## config.mk

```make
export PLATFORM = sky130hd
export DESIGN_NAME = pool_window_sequencer
export DESIGN_NICKNAME = d
export VERILOG_FILES = /design/src/rtl/pool_window_sequencer.sv
export SDC_FILE = /design/constraint.sdc
export NUM_CORES = 1
export LEC_CHECK = 0
export CAP_MARGIN = 30
export CORE_ASPECT_RATIO = 0.7
export CORE_MARGIN = 3
export CORE_UTILIZATION = 40
export CTS_BUF_LIST = sky130_fd_sc_hd__clkbuf_16
export CTS_CLUSTER_DIAMETER = 150
export DETAILED_ROUTE_END_ITERATION = 16
export GPL_TIMING_DRIVEN = 0
export PLACE_DENSITY_LB_ADDON = 0.1
export SLEW_MARGIN = 10
export SYNTH_ARGS = -nofsm -noshare
export SYNTH_HDL_FRONTEND = slang
export SYNTH_SLANG_ARGS = --single-unit
export TNS_END_PERCENT = 1
```

## constraint.sdc

```tcl
create_clock -name clk -period 4.1 [get_ports clk]
set_input_delay 0.41 -clock clk [delete_from_list [all_inputs] [get_ports clk]]
set_output_delay 0.41 -clock clk [all_outputs]
set_load 0.01 [all_outputs]
```

## src/rtl/pool_window_sequencer.sv

```systemverilog
// pool_window_sequencer
//   Captures an NxN signed feature map, walks it in non-overlapping 2x2
//   windows (stride 2, row-major), hands each window to a 2x2 pooling
//   responder over a start/finish handshake and assembles the MxM pooled map.
//
// Ports
//   clk          rising-edge clock
//   rst_n        asynchronous active-low reset
//   go           run request, sampled only in IDLE
//   image_in     NxN map, pixel (i,j) at [(i*N+j)*W +: W]
//   win_out      current window {p11,p10,p01,p00}, p00 in [W-1:0]
//   pool_start   start to pooling responder
//   pool_finish  finish from responder
//   pool_pixel   pooled pixel from responder
//   result_out   MxM pooled map, same packing as image_in
//   busy         run in progress
//   done         one-cycle end-of-run pulse (normal or timeout)
//   error        sticky timeout flag, cleared by reset or the next go
//
// state   | meaning
// IDLE    | waiting for go
// LOAD    | image captured, fetch window (0,0)
// PRESENT | window on win_out one cycle ahead of start
// START   | start asserted, timeout counter cleared
// WAIT_HI | waiting for pool_finish=1, store pixel
// WAIT_LO | waiting for pool_finish=0
// ADVANCE | step to next window or finish
// DONE    | done pulse, drop busy

module pool_window_sequencer #(
  parameter int N       = 5,
  parameter int W       = 16,
  parameter int TIMEOUT = 64
) (
  input  logic               clk,
  input  logic               rst_n,
  input  logic               go,
  input  logic [N*N*W-1:0]   image_in,
  output logic [4*W-1:0]     win_out,
  output logic               pool_start,
  input  logic               pool_finish,
  input  logic [W-1:0]       pool_pixel,
  output logic [(N/2)*(N/2)*W-1:0] result_out,
  output logic               busy,
  output logic               done,
  output logic               error
);

  localparam int M  = N / 2;
  localparam int RW = (M > 1) ? $clog2(M) : 1;
  localparam int CW = $clog2(TIMEOUT);

  typedef enum logic [2:0] {
    IDLE, LOAD, PRESENT, START, WAIT_HI, WAIT_LO, ADVANCE, DONE
  } state_t;

  state_t             state;
  logic [N*N*W-1:0]   img;
  logic [RW-1:0]      r, c, nr, nc;
  logic [CW-1:0]      tcnt;
  logic               last_win;
  logic               tcnt_max;

  function automatic logic [4*W-1:0] window(input logic [N*N*W-1:0] im,
                                            input int wr, input int wc);
    int i0;
    int j0;
    i0 = 2 * wr;
    j0 = 2 * wc;
    return {im[((i0+1)*N + j0 + 1)*W +: W], im[((i0+1)*N + j0)*W +: W],
            im[(i0*N + j0 + 1)*W +: W],     im[(i0*N + j0)*W +: W]};
  endfunction

  always_comb begin
    nr = r;
    nc = c + 1'b1;
    if (c == RW'(M-1)) begin
      nc = '0;
      nr = r + 1'b1;
    end
  end

  assign last_win = (r == RW'(M-1)) && (c == RW'(M-1));
  assign tcnt_max = (tcnt == CW'(TIMEOUT-1));

  always_ff @(posedge clk or negedge rst_n) begin
    if (!rst_n) begin
      state      <= IDLE;
      img        <= '0;
      win_out    <= '0;
      pool_start <= 1'b0;
      result_out <= '0;
      busy       <= 1'b0;
      done       <= 1'b0;
      error      <= 1'b0;
      r          <= '0;
      c          <= '0;
      tcnt       <= '0;
    end else begin
      done <= 1'b0;
      case (state)
        IDLE: if (go) begin
          img        <= image_in;
          error      <= 1'b0;
          result_out <= '0;
          r          <= '0;
          c          <= '0;
          busy       <= 1'b1;
          state      <= LOAD;
        end
        LOAD: begin
          win_out <= window(img, int'(r), int'(c));
          state   <= PRESENT;
        end
        PRESENT: begin
          pool_start <= 1'b1;
          state      <= START;
        end
        // Later windows arrive here straight from ADVANCE with a fresh
        // win_out, so start rises one cycle after the window settles.
        START: begin
          pool_start <= 1'b1;
          tcnt       <= '0;
          state      <= WAIT_HI;
        end
        WAIT_HI: begin
          if (pool_finish) begin
            result_out[(int'(r)*M + int'(c))*W +: W] <= pool_pixel;
            pool_start <= 1'b0;
            tcnt       <= '0;
            state      <= WAIT_LO;
          end else if (tcnt_max) begin
            error      <= 1'b1;
            pool_start <= 1'b0;
            done       <= 1'b1;
            state      <= DONE;
          end else begin
            tcnt <= tcnt + 1'b1;
          end
        end
        // The timeout budget restarts here: it bounds each finish edge.
        WAIT_LO: begin
          if (!pool_finish) begin
            state <= ADVANCE;
          end else if (tcnt_max) begin
            error <= 1'b1;
            done  <= 1'b1;
            state <= DONE;
          end else begin
            tcnt <= tcnt + 1'b1;
          end
        end
        ADVANCE: begin
          if (last_win) begin
            done  <= 1'b1;
            state <= DONE;
          end else begin
            r       <= nr;
            c       <= nc;
            win_out <= window(img, int'(nr), int'(nc));
            state   <= START;
          end
        end
        DONE: begin
          busy  <= 1'b0;
          state <= IDLE;
        end
        default: state <= IDLE;
      endcase
    end
  end

endmodule

```

==> results.toml <==
[status]
status = "completed"

[logic_synthesis]
syn_area_um2 = 25300
synth_seq_area_share_pct = 53.6
ys_types = 44
yosys_register_bits = 543
ys.flop_type = "dfrtp_1"
synth_nets = 3019
syn_inst = 2590
ys_warn_count = 0
synth_edf_count = 0
async_flop_share_pct = 100
avgSynthCellArea_um2 = 9.78

[layout]
most-common-layout-cells = "1412 x nand2_1, 550 x clkdlybuf4s50_1, 543 x dfrtp_1, 158 x mux4_2, 126 x clkbuf_1"
layout_commonest_cell = "nand2_1"
design.final.nets = 3639
final_cell_area_um2 = 33800
areaGrowthSynthToFinish_pct = 33.5
final_util_pct = 54.5
drive_gt1_share_pct = 8.80

[sta]
max_slew.worst_pin.slew_ns = 1.03
rsz0062_at_grt = "no"
skew_ns = 0.0298
setup-violations-final = 0
maxSlewViolCount = 0
clock.fmax_mhz = 257
post-route-period-util_pct = 94.9
finalCriticalPeriod_ns = 3.89
relSlewSlack_pct = 31.2
finalHoldViolCount = 0

[placed_design]
hpwl_um = 78500
finalWeightedCongestion = 0.893
placed_cell_area_um2 = 32000
portBuffers = 551

[pwr]
ir_drop_mv = 0.471
power_density_nw_per_um2 = 822
power_mw = 27.8
p_leak_nw = 16.0

[die]
num_io_pins = 552
start_util_pct = 40.8
num_rows = 76
core_um2 = 62100
die_h_um = 217
dieArea_um2 = 66500
die_x_um = 307

[route]
routed_wl_um = 103000
via_count = 22400
drc = 0
vias_per_cell = 5.50
ant_nets = 0
wl_per_cell_um = 25.3
drt_first_pass_iters = 6
first_iter_violations = 2227

[clocking]
insertion_delay_ns = 0.62
htree_num_levels = 2
tritoncts = "yes"
clock_path_buffers = 3
cts_buffers = 55
cts_sinks = 543
cts.clk_slew.worst_paths_ns = 0.07
root_buffer = "clkbuf_16"

[worst_setup_path]
worstSetupEndpointType = "flip-flop"
arrival_ns = 4.45
required_ns = 4.65
path_max_fanout = 10
worstSetupPathType = "reg -> reg"
setup.worst_path.start_class = "flip-flop"

[global_routing]
grt_use_total_pct = 30.9
grt_pass1_vias = 23100
grt_max_degree = 107
grt.overflow.total = 0
antenna_found_initial = 11
grt_pass1_wl_um = 151000

[flow_run]
cap_viol_max_count = 0

[min_path]
hold_class = "in -> reg"
layout make-up:
type	count	area, um2
inverters	8	30.0
repair buffers	563	5720
clock buffers	56	1400
clock inverters	41	293
diodes	9	22.5
flip-flops and latches	543	13600
plain buffers	169	783
well taps	819	1020
multi-input cells	1870	11000
fillers	5625	28300
stage by stage:
| step | hold slack (ns) | setup slack (ns) | setup TNS, ns | cells |
|---|---|---|---|---|
| floorplan | 0.114 | 0.423 | 0 | 2590 |
| global placement | 0.452 | -21.83 | - | 3960 |
| detailed placement | 0.458 | -0.879 | -12.97 | 3966 |
| CTS | 0.279 | 0.0511 | 0 | 4065 |
| global route | 0.311 | 0.0592 | 0 | 4077 |
| finish | 0.312 | 0.207 | 0 | 4078 |
critical path, cell delays in order (launching register included):
cell and delay [ns]:
dfrtp_1 0.44, buf_4 0.22, inv_1 0.12, ha_1 0.29
buf_2 0.25, xnor2_4 0.16, inv_2 0.06, buf_6 0.17
buf_6 0.18, ha_1 0.30, xnor2_1 0.48, clkbuf_1 0.55
nand2_1 0.13, a21oi_1 0.34, a211o_1 0.15
repair_timing:
item	in CTS	in global routing
gates resized for setup	3	10
hold endpoints to repair	88	0
setup endpoints to repair	16	14
gates cloned	0	0
pin swaps	1	0
hold buffers	1	0
setup buffers	1	0
worst paths after layout:
check	depth (start not counted)	slack (ns)	startpoint	to
max	14	0.21	c	win_out[58]
min	3	0.31	image_in[142]	img[142]
max reg2reg	14	0.21	c	win_out[58]
min reg2reg	2	0.47	win_out[21]	win_out[21]
max in group asynchronous	4	2.16	rst_n	img[59]
min in group asynchronous	2	0.38	rst_n	result_out[26]
registers in the layout, summed over array words and instances (netlist names):
register and flops:
img 400, result_out 64, win_out 64, tcnt 6, state 3, busy 1
c 1, done 1, error 1, pool_start 1, r 1
synth_stat cells (all sizes together) (2+ instances only):
cell type,number,share of area (%)
nor2b,6,0.15
nand2b,3,0.074
o22ai,2,0.049
and3,2,0.049
buf,39,1.1
o21ai,46,0.91
inv,8,0.12
ha,9,0.44
dfrtp,543,54
xor2,3,0.10
a31oi,2,0.049
xnor2,4,0.21
nand3,25,0.49
nor4b,3,0.15
mux4,160,14
a22o,33,1.1
a22oi,65,1.9
clkbuf,130,1.9
o31ai,2,0.059
nor2,20,0.30
nor3b,2,0.059
a211o,16,0.55
nor3,2,0.040
a21oi,42,0.83
nand2,1412,21
power by group:
group / total (mW) / internal [mW] / switching (mW)
sequential: 9.19 / 7.57 / 1.62
clock: 4.92 / 2.71 / 2.21
combinational: 13.7 / 6.10 / 7.60
metal layers:
layer | GRT usage, % | routed length, um | up-vias
met5 | 0 | 25 | -
met4 | 9.97 | 3140 | 4
met3 | 8.27 | 9710 | 176
met2 | 46.5 | 46100 | 1092
met1 | 43.7 | 44200 | 11300
li1 | - | - | 9828
logic make-up after synthesis:
family | count (synthesis) | synth area share, %
compound gates | 211 | 5.61
simple gates | 1481 | 22.5
fa+ha+maj | 9 | 0.444
buf+inv | 177 | 3.16
xor+xnor | 7 | 0.316
flops | 543 | 53.6
mux | 162 | 14.3
Power figures use the tool's default switching activity.
